File: src/rtl/ms_fifo_rr_drain_if.sv
// Read-port and tagged output stream bundle for ms_fifo_rr_drain.
// master = drain block, slave = FIFO read port plus downstream consumer.
interface ms_fifo_rr_drain_if #(
   parameter int DATA_WIDTH = 8,
   parameter int FLUX       = 2
);
   localparam int TAG_WIDTH = $clog2(FLUX);

   logic [FLUX-1:0]                 empty;
   logic [FLUX-1:0]                 read;
   logic [DATA_WIDTH+TAG_WIDTH-1:0] dout;
   logic [DATA_WIDTH-1:0]           out_data;
   logic [TAG_WIDTH-1:0]            out_tag;
   logic                            out_valid;
   logic                            out_ready;

   modport master (
      input  empty, dout, out_ready,
      output read, out_data, out_tag, out_valid
   );

   modport slave (
      output empty, dout, out_ready,
      input  read, out_data, out_tag, out_valid
   );
endinterface

File: src/rtl/ms_fifo_rr_drain.sv
// Round-robin, burst-bounded drain of a multi-stream tagged FIFO into one tagged stream.
// Optional sticky tag-mismatch check on popped words: MS_DRAIN_TAG_CHECK_EN.
module ms_fifo_rr_drain #(
   parameter int DATA_WIDTH = 8,
   parameter int FLUX       = 2,
   parameter int BURST      = 4
) (
   input  logic                i_clk,
   input  logic                i_rst,
   ms_fifo_rr_drain_if.master  bus
`ifdef MS_DRAIN_TAG_CHECK_EN
   ,
   output logic                o_tag_err
`endif
);

   // state   | meaning
   // S_EMPTY | output register holds no valid word
   // S_FULL  | output register holds a word waiting for out_ready

   localparam int TAG_WIDTH = $clog2(FLUX);
   localparam int CNT_W     = $clog2(BURST + 1);
   localparam logic [CNT_W-1:0]     C_BURST = CNT_W'(BURST);
   localparam logic [TAG_WIDTH-1:0] C_LAST  = TAG_WIDTH'(FLUX - 1);

   typedef enum logic {S_EMPTY, S_FULL} state_t;

   state_t                 r_state;
   state_t                 w_state_nxt;
   logic [TAG_WIDTH-1:0]   r_cur;
   logic [CNT_W-1:0]       r_cnt;
   logic [DATA_WIDTH-1:0]  r_data;
   logic [TAG_WIDTH-1:0]   r_tag;
   logic [TAG_WIDTH-1:0]   w_grant;
   logic                   w_have;
   logic                   w_cont;
   logic                   w_load;
   logic                   w_pop;
   logic [FLUX-1:0]        w_read;

   assign w_load = (r_state == S_EMPTY) | bus.out_ready;

   // cur is scanned last so a lone non-empty flux always gets a fresh burst
   always_comb begin : grant_sel
      int v_idx;
      w_grant = r_cur;
      w_have  = 1'b0;
      w_cont  = 1'b0;
      v_idx   = 0;
      if (!bus.empty[r_cur] && (r_cnt < C_BURST)) begin
         w_have = 1'b1;
         w_cont = 1'b1;
      end else begin
         for (int k = 1; k <= FLUX; k++) begin
            v_idx = (int'(r_cur) + k) % FLUX;
            if (!w_have && !bus.empty[v_idx]) begin
               w_have  = 1'b1;
               w_grant = TAG_WIDTH'(v_idx);
            end
         end
      end
   end

   assign w_pop = w_load & w_have & ~i_rst;

   always_comb begin
      w_read = '0;
      if (w_pop) w_read[w_grant] = 1'b1;
   end

   assign bus.read = w_read;

   always_ff @(posedge i_clk or posedge i_rst) begin
      if (i_rst) r_state <= S_EMPTY;
      else       r_state <= w_state_nxt;
   end

   always_comb begin
      w_state_nxt = r_state;
      case (r_state)
         S_EMPTY: if (w_pop)                   w_state_nxt = S_FULL;
         S_FULL:  if (bus.out_ready && !w_pop) w_state_nxt = S_EMPTY;
         default:                              w_state_nxt = S_EMPTY;
      endcase
   end

   always_ff @(posedge i_clk or posedge i_rst) begin
      if (i_rst) begin
         r_cur  <= C_LAST;
         r_cnt  <= '0;
         r_data <= '0;
         r_tag  <= '0;
      end else if (w_pop) begin
         r_data <= bus.dout[DATA_WIDTH-1:0];
         r_tag  <= w_grant;
         if (w_cont) begin
            r_cnt <= r_cnt + 1'b1;
         end else begin
            r_cur <= w_grant;
            r_cnt <= CNT_W'(1);
         end
      end
   end

   assign bus.out_valid = (r_state == S_FULL);
   assign bus.out_data  = r_data;
   assign bus.out_tag   = r_tag;

`ifdef MS_DRAIN_TAG_CHECK_EN
   logic r_tag_err;

   always_ff @(posedge i_clk or posedge i_rst) begin
      if (i_rst)
         r_tag_err <= 1'b0;
      else if (w_pop && (bus.dout[DATA_WIDTH +: TAG_WIDTH] != w_grant))
         r_tag_err <= 1'b1;
   end

   assign o_tag_err = r_tag_err;
`else
   logic w_unused_tag;
   assign w_unused_tag = ^bus.dout[DATA_WIDTH +: TAG_WIDTH];
`endif

endmodule

File: src/flat_wrapper.sv
// flat-port wrapper written by rule: the top's interface ports become plain ports
module ms_fifo_rr_drain_flat 
#(
   parameter int DATA_WIDTH = 8,
   parameter int FLUX       = 2,
   parameter int BURST      = 4
)
  (i_clk, i_rst, bus_empty, bus_dout, bus_out_ready, bus_read, bus_out_data, bus_out_tag, bus_out_valid);
  ms_fifo_rr_drain_if #(.DATA_WIDTH(DATA_WIDTH), .FLUX(FLUX)) bus_i ();
  input  logic i_clk;
  input  logic i_rst;
  input wire logic [$bits(bus_i.empty)-1:0] bus_empty;
  input wire logic [$bits(bus_i.dout)-1:0] bus_dout;
  input wire logic [$bits(bus_i.out_ready)-1:0] bus_out_ready;
  output wire logic [$bits(bus_i.read)-1:0] bus_read;
  output wire logic [$bits(bus_i.out_data)-1:0] bus_out_data;
  output wire logic [$bits(bus_i.out_tag)-1:0] bus_out_tag;
  output wire logic [$bits(bus_i.out_valid)-1:0] bus_out_valid;
  assign bus_i.empty = bus_empty;
  assign bus_i.dout = bus_dout;
  assign bus_i.out_ready = bus_out_ready;
  assign bus_read = bus_i.read;
  assign bus_out_data = bus_i.out_data;
  assign bus_out_tag = bus_i.out_tag;
  assign bus_out_valid = bus_i.out_valid;
  ms_fifo_rr_drain #(.DATA_WIDTH(DATA_WIDTH), .FLUX(FLUX), .BURST(BURST)) u_core (.i_clk(i_clk), .i_rst(i_rst), .bus(bus_i));
endmodule
File: config.mk
export PLATFORM = sky130hd
export DESIGN_NAME = ms_fifo_rr_drain_flat
export DESIGN_NICKNAME = d
export VERILOG_FILES = /design/src/rtl/ms_fifo_rr_drain_if.sv /design/src/rtl/ms_fifo_rr_drain.sv /design/src/flat_wrapper.sv
export SDC_FILE = /design/constraint.sdc
export NUM_CORES = 1
export LEC_CHECK = 0
export CORE_UTILIZATION = 41
export CTS_CLUSTER_DIAMETER = 50
export CTS_CLUSTER_SIZE = 30
export DETAILED_ROUTE_END_ITERATION = 7
export GPL_ROUTABILITY_DRIVEN = 0
export PLACE_DENSITY = 0.82
export SYNTH_ARGS = -nofsm -noshare
export SYNTH_HDL_FRONTEND = slang
export SYNTH_SLANG_ARGS = --single-unit
File: constraint.sdc
create_clock -name i_clk -period 1.5 [get_ports i_clk]
set_input_delay 0.15 -clock i_clk [delete_from_list [all_inputs] [get_ports i_clk]]
set_output_delay 0.15 -clock i_clk [all_outputs]
set_load 0.05 [all_outputs]
Word-level counts from Yosys, hierarchy flattened
Index checks and enable logic that the tools add are counted.

word-level totals
  flip-flop bits (word level) = 14
  bits in latches = 0
  bits in writable memories = 0
  ROM bits = 0
  output and inout port bits = 12
  memories = 0

cells by class
  $add $sub $neg = 3
  multipliers = 0
  divide/modulo/power cells = 0
  $lt $le $gt $ge = 6
  eq/ne operators = 0
  shifts and indexed selects = 0
  multiplexer cells = 23
  bitwise gates (word level) = 8
  reduce and logical (&&, ||, !) cells = 9

operator list
  cell                   count
  $mux W1                19
  $lt A2 B3 Y1 const B   2
  $logic_and A1 B1 Y1    4
  $logic_not A1 Y1       4
  $lt A1 B2 Y1 const B   2
  $add A3 B1 Y3 const B  1
  $lt A3 B3 Y1 const B   1
  $mux W3                1
  $not A1 Y1             3
  $add A1 B1 Y1 const B  2
  $and A1 B1 Y1          2
  $and A1 B1 Y1 const A  2
  $mux W2                1
  $pmux W1 S2            1
  $reduce_and A2 Y1      1
  $demux W1 S1           1
  $ge A1 B1 Y1 const B   1
  $or A1 B1 Y1           1

Depth between registers and ports, before layout
Gate-level depths: netlist (run 1).

  depth after elaboration = 17
  depth in mapped cells = 4
  depth with buffers taken out = 3

Worst setup path after synthesis (run 1)
OpenSTA, ideal clock, no wires.

  path kind = register to output
  start = register u_core.r_state (netlist: u_core.bus.out_valid)
  end = output port bus_read[1]
  arrival time = 1.728 ns
  path slack = -0.378 ns
  stages on the path, launching flop included = 5
  path buffers = 1
  cell sequence = dfrtp_1 > nand2b_1 > nand2_2 > buf_6 > nor2_1

on the way
  word-level cells in the longest chain between the ends = 5

RTL lines
  item                        RTL line                RTL
  start, declared             ms_fifo_rr_drain.sv:28  state_t r_state;
  start signal, assigned      ms_fifo_rr_drain.sv:75  else r_state <= w_state_nxt;
  $not A1 Y1                  ms_fifo_rr_drain.sv:41  assign w_load = (r_state == S_EMPTY) | bus.out_ready;
  $or A1 B1 Y1                ms_fifo_rr_drain.sv:41
  $and A1 B1 Y1 (2 in a row)  ms_fifo_rr_drain.sv:64  assign w_pop = w_load & w_have & ~i_rst;
  $mux W2                     ms_fifo_rr_drain.sv:68  if (w_pop) w_read[w_grant] = 1'b1;
  end, declared               flat_wrapper.sv:15      output wire logic [$bits(bus_i.read)-1:0] bus_read;

No other way between the ends.

Worst setup path in the final report (run 1)
  start = register u_core.r_cnt[2]
  end = output port bus_read[0]

on the way
  word-level cells in the longest chain between the ends = 8
  elaborated cells on any way between the ends = 12
  classes of those cells = 3 x order compare; 5 x mux; 2 x bitwise; 2 x reduce/logical

RTL lines
  item                                                                       RTL line                RTL
  start, declared                                                            ms_fifo_rr_drain.sv:31  logic [CNT_W-1:0] r_cnt;
  start signal, assigned                                                     ms_fifo_rr_drain.sv:97  r_cnt <= r_cnt + 1'b1;
  $lt A3 B3 Y1 (*)                                                           ms_fifo_rr_drain.sv:50  if (!bus.empty[r_cur] && (r_cnt < C_BURST)) begin
  $logic_and A1 B1 Y1 (*)                                                    ms_fifo_rr_drain.sv:50
  $mux W1                                                                    ms_fifo_rr_drain.sv:50
  $lt A1 B2 Y1 (not written as such) / $ge A1 B1 Y1 (equally long branches)  ms_fifo_rr_drain.sv:68
  $logic_and A1 B1 Y1 (not written as such)                                  ms_fifo_rr_drain.sv:68
  $mux W1 (not written as such)                                              ms_fifo_rr_drain.sv:68
  $demux W1 S1                                                               --
  $mux W2 (*)                                                                ms_fifo_rr_drain.sv:68

Mark *: on every way between the ends. The rest lies on a longest branch, timed or not.

==> results.md, run 1 <==
- The number of synthesized register bits is 14.
- The post-CTS clock slew at the launch and capture registers of the worst setup and hold paths is 0.09 ns.
- The average routed wire per standard cell is 16.08 um.
- The number of setup violations in the final report is 4.
- Of the cells placed in the final design, the portion with a size suffix greater than 1 is 0.5476.
- The die covers 1779 um^2.
- The CTS H-tree depth is 1.
- In the global route stage, overall resource usage came out at 0.2073.
- STA classifies the critical path startpoint as a register.
- The flop-to-flop setup slack is -0.01 ns.
- TritonCTS built the clock tree.
- The number of max-cap violations is 0.
- CTS placed an instance of sky130_fd_sc_hd__clkbuf_4 at the clock tree root.
- Entering global routing, the biggest net connects 12 pins.
- Dividing total power by cell area gives a power density of 1426 nW/um^2.
- For this design the static power due to leakage is 0.5033 nW.
- The mean cell area of the mapped netlist is 14.39 um^2.
- The share of the clock period used by the worst path after layout is 1.048.
- Timing would allow up to 0.6361 GHz.
- The clock net in this run drives a total of 14 sinks.
- The transition at the pin with the smallest max-transition slack is 0.2792 ns.
- After synthesis the cells add up to 661.9 um^2.
- The remaining antenna violation count after routing is 0.
- The relative area change from synthesis to final layout is 60.30%.
- The worst min-delay path class is input port to asynchronous set/reset pin.
- For the worst setup path, the data arrival time is 1.42 ns.
- From left edge to right edge, the die measures 42.18 um.
- Prior to clock tree synthesis, the placed netlist has a worst setup slack of -0.2195 ns.
- Once detailed placement completed, the half-perimeter wirelength came to 1201 um.
- During I/O placement, the number of pins put on the boundary was 26.
- Row generation in the floorplan step produced 14 rows.
- The number of antenna violations at the first check in global routing was 0.
- The startpoint identified for the worst register-to-register timing path is u_core.r_cur.
- The worst-case reg-to-reg path depth is 3.
- The relative slew slack is 0.8131.
- The final reports fail on negative setup slack.
- The total inserted antenna cells is 0.
- The number of optimization iterations in the first detailed-route pass is 4.
- The count of final hold-check violations is 0.
- The floorplan die height is 42.18 um.
- The maximum VDD drop is 0.0008087 V.
- The critical path is of the register to output port type.
- The filler cells instantiated in the layout total 100.
- Dividing the detail-routed via count by the number of cells gives 5.450.
- Setup repair after global routing could not meet its margin everywhere.
- The number of nets produced by synthesis is 61.
- The routed wire length is 1608 um.
- The post-layout net count is 100.
- Along the worst path, the maximum fanout reaches 3.
- The synthesis warning total is 0.
- Summing over every cut layer, the via total after detailed routing is 545.
- Synthesis produced 46 cells.
- The design draws 1.513 mW.
- The number of clock buffers added by TritonCTS is 3.
- In this run, the number of DRC markers left after iteration 0 of detailed routing was 16.
- The distinct cell type count of the synthesized netlist is 22.
- The port buffer count is 24.
- The smallest clock period supported by the final layout is computed as 1.572 ns.
- For this configuration, the core starts out at a cell density of 0.4394.
- The maximum buffer depth of the clock tree is 2.
- The worst flop-to-flop path endpoint is u_core.r_cnt[2].
- The DRC violation count after routing is 0.
- The clock arrives with 0.01338 ns of skew.
- The clock latency reported for the late side of the worst-skew pair is 0.27 ns.
- The flow ran to the end, but the final reports show violations.
- The via count of the first global-routing pass is 557.
- The final worst-path setup slack is -0.07212 ns.
- The global-route wire length before repair is 2677 um.
- The total area inside the core boundary comes to 1506 um^2.
- The sort of element at the end of the critical path is an output port.
- Summed over all layers, the global routing overflow is 0.
- The max-slew violation total from the final report was 0.
- The data required time at the worst endpoint is 1.35 ns.
- For this run, the register share of the synthesized area comes to 0.5312.
power breakdown:
group	leakage [nW]	total [mW]	switching, mW	internal, mW
Clock	0.0150	0.215	0.112	0.103
Sequential	0.163	0.563	0.0816	0.481
Combinational	0.326	0.735	0.388	0.347
what timing repair did:
| item | 4_1_cts | 5_1_grt |
|---|---|---|
| endpoints found under the setup margin | 2 | 5 |
| cloned | 0 | 0 |
| setup buffers | 1 | 1 |
| hold buffers | 0 | 0 |
| pin swaps | 1 | 3 |
| resized for setup | 7 | 0 |
cell families after synthesis:
logic type	synth area share
simple gates	0.07939
fa+ha+maj	0.01890
flops	0.5312
buf+inv	0.02836
compound gates	0.1399
mux	0.2023
final cells by class:
cell class,count,area (um^2),area share
timing repair buffer,35,331.6,0.3125
clock buffer,4,26.28,0.02476
tap,16,20.02,0.01887
multi-input combinational,29,322.8,0.3042
sequential,14,352.8,0.3325
inverter,2,7.507,0.007075
sequential cells by signal, indices dropped and copies added, names as in the netlist:
signal,count
u_core.bus.out_data,8
u_core.r_cnt,3
u_core.bus.out_tag,1
u_core.bus.out_valid,1
u_core.r_cur,1
Yosys cell counts:
cell,instances,share of area
sky130_fd_sc_hd__o211ai_1,1,0.011
sky130_fd_sc_hd__a21o_2,1,0.013
sky130_fd_sc_hd__nor2_1,1,0.0057
sky130_fd_sc_hd__ha_1,1,0.019
sky130_fd_sc_hd__nand2b_1,1,0.0095
sky130_fd_sc_hd__dfrtp_1,13,0.49
sky130_fd_sc_hd__nand2_2,1,0.0095
sky130_fd_sc_hd__a22o_1,2,0.026
sky130_fd_sc_hd__buf_6,1,0.017
sky130_fd_sc_hd__dfstp_2,1,0.040
sky130_fd_sc_hd__o22ai_1,1,0.0095
sky130_fd_sc_hd__and2b_2,1,0.013
sky130_fd_sc_hd__a21oi_4,1,0.025
sky130_fd_sc_hd__nand2_1,1,0.0057
sky130_fd_sc_hd__o21ba_2,1,0.015
sky130_fd_sc_hd__mux2_4,6,0.14
sky130_fd_sc_hd__mux2_2,3,0.051
sky130_fd_sc_hd__a31oi_1,1,0.0095
sky130_fd_sc_hd__inv_1,2,0.011
sky130_fd_sc_hd__nor4b_4,1,0.036
sky130_fd_sc_hd__mux2i_1,1,0.015
sky130_fd_sc_hd__a21oi_1,4,0.030
per-layer routing:
| metal | track usage | share of wire |
|---|---|---|
| met1 | 0.2380 | 0.35 |
| met2 | 0.3785 | 0.53 |
| met3 | 0.02586 | 0.054 |
| met4 | 0.09375 | 0.062 |
| met5 | 0 | 0 |
stage by stage:
| step | setup TNS [ns] | util | hold slack (ns) | instances | area (um^2) |
|---|---|---|---|---|---|
| 3_3_place_gp | -0.7394 | 0.6603 | 0.4710 | 94 | 994.7 |
| 4_1_cts | -0.1384 | 0.6993 | 0.3105 | 99 | 1054 |
| 2_1_floorplan | 0 | - | 0.03844 | 46 | 670.6 |
| 5_1_grt | -0.3540 | 0.7043 | 0.3264 | 100 | 1061 |
| 6_report | -0.1317 | 0.7043 | 0.3166 | 100 | 1061 |
| 3_5_place_dp | -1.637 | 0.6603 | 0.4782 | 94 | 994.7 |
placed cells by master, fill, tap and decap left out:
master / n
sky130_fd_sc_hd__a21o_2: 1
sky130_fd_sc_hd__a21oi_1: 3
sky130_fd_sc_hd__a21oi_2: 1
sky130_fd_sc_hd__a21oi_4: 1
sky130_fd_sc_hd__a22o_1: 2
sky130_fd_sc_hd__a31oi_1: 1
sky130_fd_sc_hd__and2b_2: 1
sky130_fd_sc_hd__buf_12: 3
sky130_fd_sc_hd__buf_4: 19
sky130_fd_sc_hd__buf_6: 1
sky130_fd_sc_hd__clkbuf_1: 1
sky130_fd_sc_hd__clkbuf_4: 3
sky130_fd_sc_hd__clkdlybuf4s50_1: 10
sky130_fd_sc_hd__dfrtp_1: 12
sky130_fd_sc_hd__dfrtp_2: 1
sky130_fd_sc_hd__dfstp_2: 1
sky130_fd_sc_hd__dlygate4sd2_1: 2
sky130_fd_sc_hd__ha_1: 1
sky130_fd_sc_hd__inv_1: 2
sky130_fd_sc_hd__mux2_2: 3
sky130_fd_sc_hd__mux2_4: 6
sky130_fd_sc_hd__mux2i_1: 1
sky130_fd_sc_hd__nand2_1: 1
sky130_fd_sc_hd__nand2_2: 1
sky130_fd_sc_hd__nand2b_1: 1
sky130_fd_sc_hd__nor2_4: 1
sky130_fd_sc_hd__nor4b_4: 1
sky130_fd_sc_hd__o211ai_1: 1
sky130_fd_sc_hd__o21ba_4: 1
sky130_fd_sc_hd__o22ai_4: 1
how the worst max path moves through the flow:
stage / start / end / cells past startpoint
floorplan: u_core.bus.out_valid / bus_read[0] / 4
global placement: bus_empty[1] / bus_read[1] / 6
detailed placement: bus_empty[1] / bus_read[0] / 5
CTS: u_core.r_cnt[2] / bus_read[0] / 4
global route: u_core.r_cur / bus_read[0] / 4
finish: u_core.r_cnt[2] / bus_read[0] / 4
critical path, stage by stage, from the launching register on:
cell and delay, ns:
sky130_fd_sc_hd__dfrtp_1 0.43, sky130_fd_sc_hd__o21ba_4 0.22, sky130_fd_sc_hd__o22ai_4 0.17, sky130_fd_sc_hd__and2b_2 0.20, sky130_fd_sc_hd__buf_12 0.14
No activity file was read; power rests on OpenSTA's default activity.
==> run 2, diff against run 1 <==
Settings changed: ABC_AREA set to 1, CORE_ASPECT_RATIO set to 1.25.
==> run 2 against run 1 <==
The run still ends with negative setup slack left; sequential power decreased by 3%; die area increased by 0.60%; area after synthesis rose by 0.57%; clock power up 24%; utilization shrank 0.56 points; critical path type unchanged; largest power group unchanged; highest routed layer unchanged.
==> results.md, run 2 <==
- The run finished, with violations left.
- The final reports fail on negative setup slack.
- Synthesis produced a netlist whose cell count is 82.
- In the global route stage, met2 resource usage came out at 0.3254.
- In this run the clock root is driven by a sky130_fd_sc_hd__clkbuf_4.
- The routed wire length is 1381 um.
- The met1 routing resource usage after global routing is 0.2000.
- The floorplan die height is 47.05 um.
- met2 is the most crowded layer.
- The count of final hold-check violations came to 0.
- The synthesis warning total is 0.
- The total area inside the core boundary comes to 1445 um^2.
- The largest net degree at the start of global routing is 12.
- CTS saw 14 sinks.
- The cell area after synthesis is 665.6 um^2.
- Measured on the finished design, the core utilization comes to 0.6987.
- For this run, the detailed router's first-pass iteration total came to 3.
- Summed over all failing endpoints, the final setup total negative slack is -0.1571 ns.
- Among all stages on the critical path, the largest delay is contributed by sky130_fd_sc_hd__dfstp_2.
- For this run, design rule violations remaining after detail routing come to 0.
- Yosys mapped a number of flops with a built-in enable equal to 0.
- For this run, the register share of the synthesized area comes to 0.5282.
- The maximum net fanout on the critical path is 3.
- By area the synthesized netlist is led by sky130_fd_sc_hd__dfrtp_1, sky130_fd_sc_hd__nand2_1, sky130_fd_sc_hd__dfstp_2, sky130_fd_sc_hd__inv_1, sky130_fd_sc_hd__nand2_2.
- The filler cells instantiated in the layout total 113.
- After detailed routing, the average wire length per cell comes to 10.38 um.
- The half-perimeter wire length of the detailed placement result is 1064 um.
- The sum of internal, switching and leakage power is 1.610 mW.
- Based on the critical path, the design can be clocked at up to 0.6317 GHz.
- For this block, the initial DRC count from the detailed router was 9.
- The via count of the first global-routing pass is 544.
- The area fraction of the dominant cell type after synthesis is 0.4887.
- After floorplanning, the core was divided into 15 placement rows.
- After the flow finishes, the layout carries non-filler instances totaling 133.
- The maximum buffer depth of the clock tree is 2.
- At the pin with the least slew margin, the transition time is 0.2266 ns.
- The global-route wire length before repair is 2235 um.
- Setup repair after global routing could not meet its margin everywhere.
- Traced cell by cell, the critical path runs through nand2_2 -> nand2_2 -> nand2_1 -> nand2_1 -> nand2_2 -> nand2_2 -> inv_2 -> buf_12.
- Across the VDD grid, the largest voltage drop is 0.001013 V.
- The startpoint class of the critical path is a register.
- The full die area is 1790 um^2.
- For this run the aggregate overflow at the end of global routing stands at 0.
- The most used flip-flop cell after synthesis is sky130_fd_sc_hd__dfrtp_1.
- Once routing completed, OpenROAD measured the worst setup slack at -0.08315 ns.
- The number of primary I/O pins is 26.
- The ratio of routed vias to standard cells is 4.609.
- The mean cell area of the mapped netlist is 8.118 um^2.
- The distinct cell type count of the synthesized netlist is 15.
- The category of cells accounting for the largest share of critical-path delay is flip-flops.
- The final critical-path required period is 1.583 ns.
- For met3 alone, demand over resource in global routing was 0.04739.
- For this run, the total global-route usage over all layers was measured as 0.1854.
- The clock arrives with 0.0003980 ns of skew.
- Summed over all cells, the static leakage comes to 0.5444 nW.
- The most common cell in the synthesized netlist is sky130_fd_sc_hd__nand2_1.
- The critical path is of the register to output port type.
- The library cell appearing most often on the critical path is sky130_fd_sc_hd__nand2_2.
- The number of antenna violations at the first check in global routing came to 0.
- The post-placement cell count is 125.
- The count of nets left with antenna violations once routing finished came out at 0.
- By count the netlist is led by sky130_fd_sc_hd__nand2_1, sky130_fd_sc_hd__dfrtp_1, sky130_fd_sc_hd__inv_1.
- The CTS H-tree depth is 1.
- The library cells used most frequently in the layout, excluding fill and tap cells, are sky130_fd_sc_hd__nand2_1, sky130_fd_sc_hd__buf_4, sky130_fd_sc_hd__dfrtp_1.
- The library cell used most frequently in the layout, excluding fill and tap cells, is sky130_fd_sc_hd__nand2_1.
- The total power divided by cell area is 1594 nW/um^2.
- Across all layers, the routed design uses 613 vias.
- The relative area change from synthesis to final layout is 51.69%.
- The worst setup path is captured at an output port.
- The number of buffers created by CTS is 3.
- When the netlist entered floorplanning its net count stood at 97.
- Clock-pin slew was measured on the worst setup and hold paths at 0.08 ns.
- Setup violations remaining at the end of the flow were counted as 2.
- At the later pin of the worst-skew pair, clock insertion delay measures 0.27 ns.
- Max-cap violations in this run came to 0.
- The die is 38.04 um wide.
- Of all flip-flops after synthesis, the portion carrying an async set or reset was 1.000.
- Of the available clock period, the critical path in the final layout requires 1.055.
- The repair_antennas step left the layout with diodes totalling 0.
- In this run, synthesis produced a sequential element count of 14.
- The data arrival time of the worst path is 1.43 ns.
- TritonCTS built the clock tree.
- The biggest area contributor in the post-synthesis netlist is sky130_fd_sc_hd__dfrtp_1.
- The max-slew violation total from the final report is 0.
- In this design, the stage delay of the slowest critical-path cell is 0.56 ns.
- The combined buffer and inverter count along the critical path is 2.
- The initial utilization of the core area, before any placement, comes to 0.4606.
- In the final layout, the share of cells above drive strength 1 is 0.3103.
- The port buffer count is 24.
- The number of hold buffers added after CTS is 0.
- For this run, the post-layout net count is 132.
- The relative slew slack is 0.8488.
- The number of flip-flops under the largest register name is 8.
- At the worst endpoint, the required time is 1.35 ns.
- The min-delay analysis places its worst path in the category input port to asynchronous set/reset pin.
run 2: changes by cell type in the layout (fill, tap and decap cells not counted), sizes merged, moves of 2 or more:
cell,before,now
nand2,2,44
o21ai,0,3
clkdlybuf4s50,10,12
nor2,1,7
mux2,9,0
dlygate4sd2,2,0
inv,2,7
a21oi,5,0
nand3,0,4
buf,23,20
a22o,2,0
run 2: cell families after synthesis:
kind of cell	Yosys count	synth area share
buf+inv	9	0.06768
flops	14	0.5282
compound gates	3	0.02255
simple gates	55	0.3628
fa+ha+maj	1	0.01879
run 2: report_power, final:
group / internal (mW) / switching (mW) / total (mW)
Combinational: 0.319 / 0.480 / 0.799
Clock: 0.148 / 0.119 / 0.266
Sequential: 0.482 / 0.0620 / 0.544
Total: 0.949 / 0.661 / 1.61
run 2: metrics by stage:
step           area (um^2)  setup WS [ns]  hold WS (ns)
2_1_floorplan        673.1       0.007459       0.06963
3_3_place_gp         940.9        0.07716        0.4661
3_5_place_dp         940.9        0.02827        0.4657
4_1_cts               1002        -0.1232        0.2240
5_1_grt               1010        -0.1885        0.2526
6_report              1010       -0.08315        0.2317
run 2: final cells by class:
type | instances | area [um^2] | share of cell area
sequential | 14 | 351.6 | 0.3482
timing repair buffer | 32 | 295.3 | 0.2924
multi-input combinational | 59 | 279.0 | 0.2763
clock buffer | 4 | 36.28 | 0.03594
inverter | 7 | 26.28 | 0.02602
tap | 17 | 21.27 | 0.02107
run 2: worst paths after layout:
| kind | start | endpoint | slack, ns | cells past startpoint |
|---|---|---|---|---|
| hold reg to reg | u_core.bus.out_tag | u_core.bus.out_tag | 0.49 | 2 |
| min in group i_clk | bus_dout[0] | u_core.bus.out_data[0] | 0.40 | 3 |
| hold / removal | i_rst | u_core.r_cnt[2] | 0.23 | 3 |
| setup / recovery | u_core.r_cur | bus_read[1] | -0.08 | 8 |
| setup reg to reg | u_core.r_cnt[2] | u_core.r_cnt[0] | 0.20 | 8 |
| max in group asynchronous | i_rst | u_core.r_cur | 1.08 | 3 |
run 2: routing by layer:
metal / vias to the layer above / wire [um]
met4: 0 / 9
li1: 313 / -
met1: 279 / 538
met5: - / 0
met3: 2 / 63
met2: 19 / 769
run 2: timing repair:
item,in CTS,in global routing
endpoints found under the setup margin,2,2
pin swaps,5,4
gates resized for setup,2,0
buffers inserted,3,1
run 2: worst reg2reg max path, delay by kind of cell, from the launching register on:
family	cells	cell delay (ns)
DFF	1	0.36
AOI/OAI and AO/OA	1	0.07
buffers and inverters	3	0.34
and+or+nand+nor	4	0.41
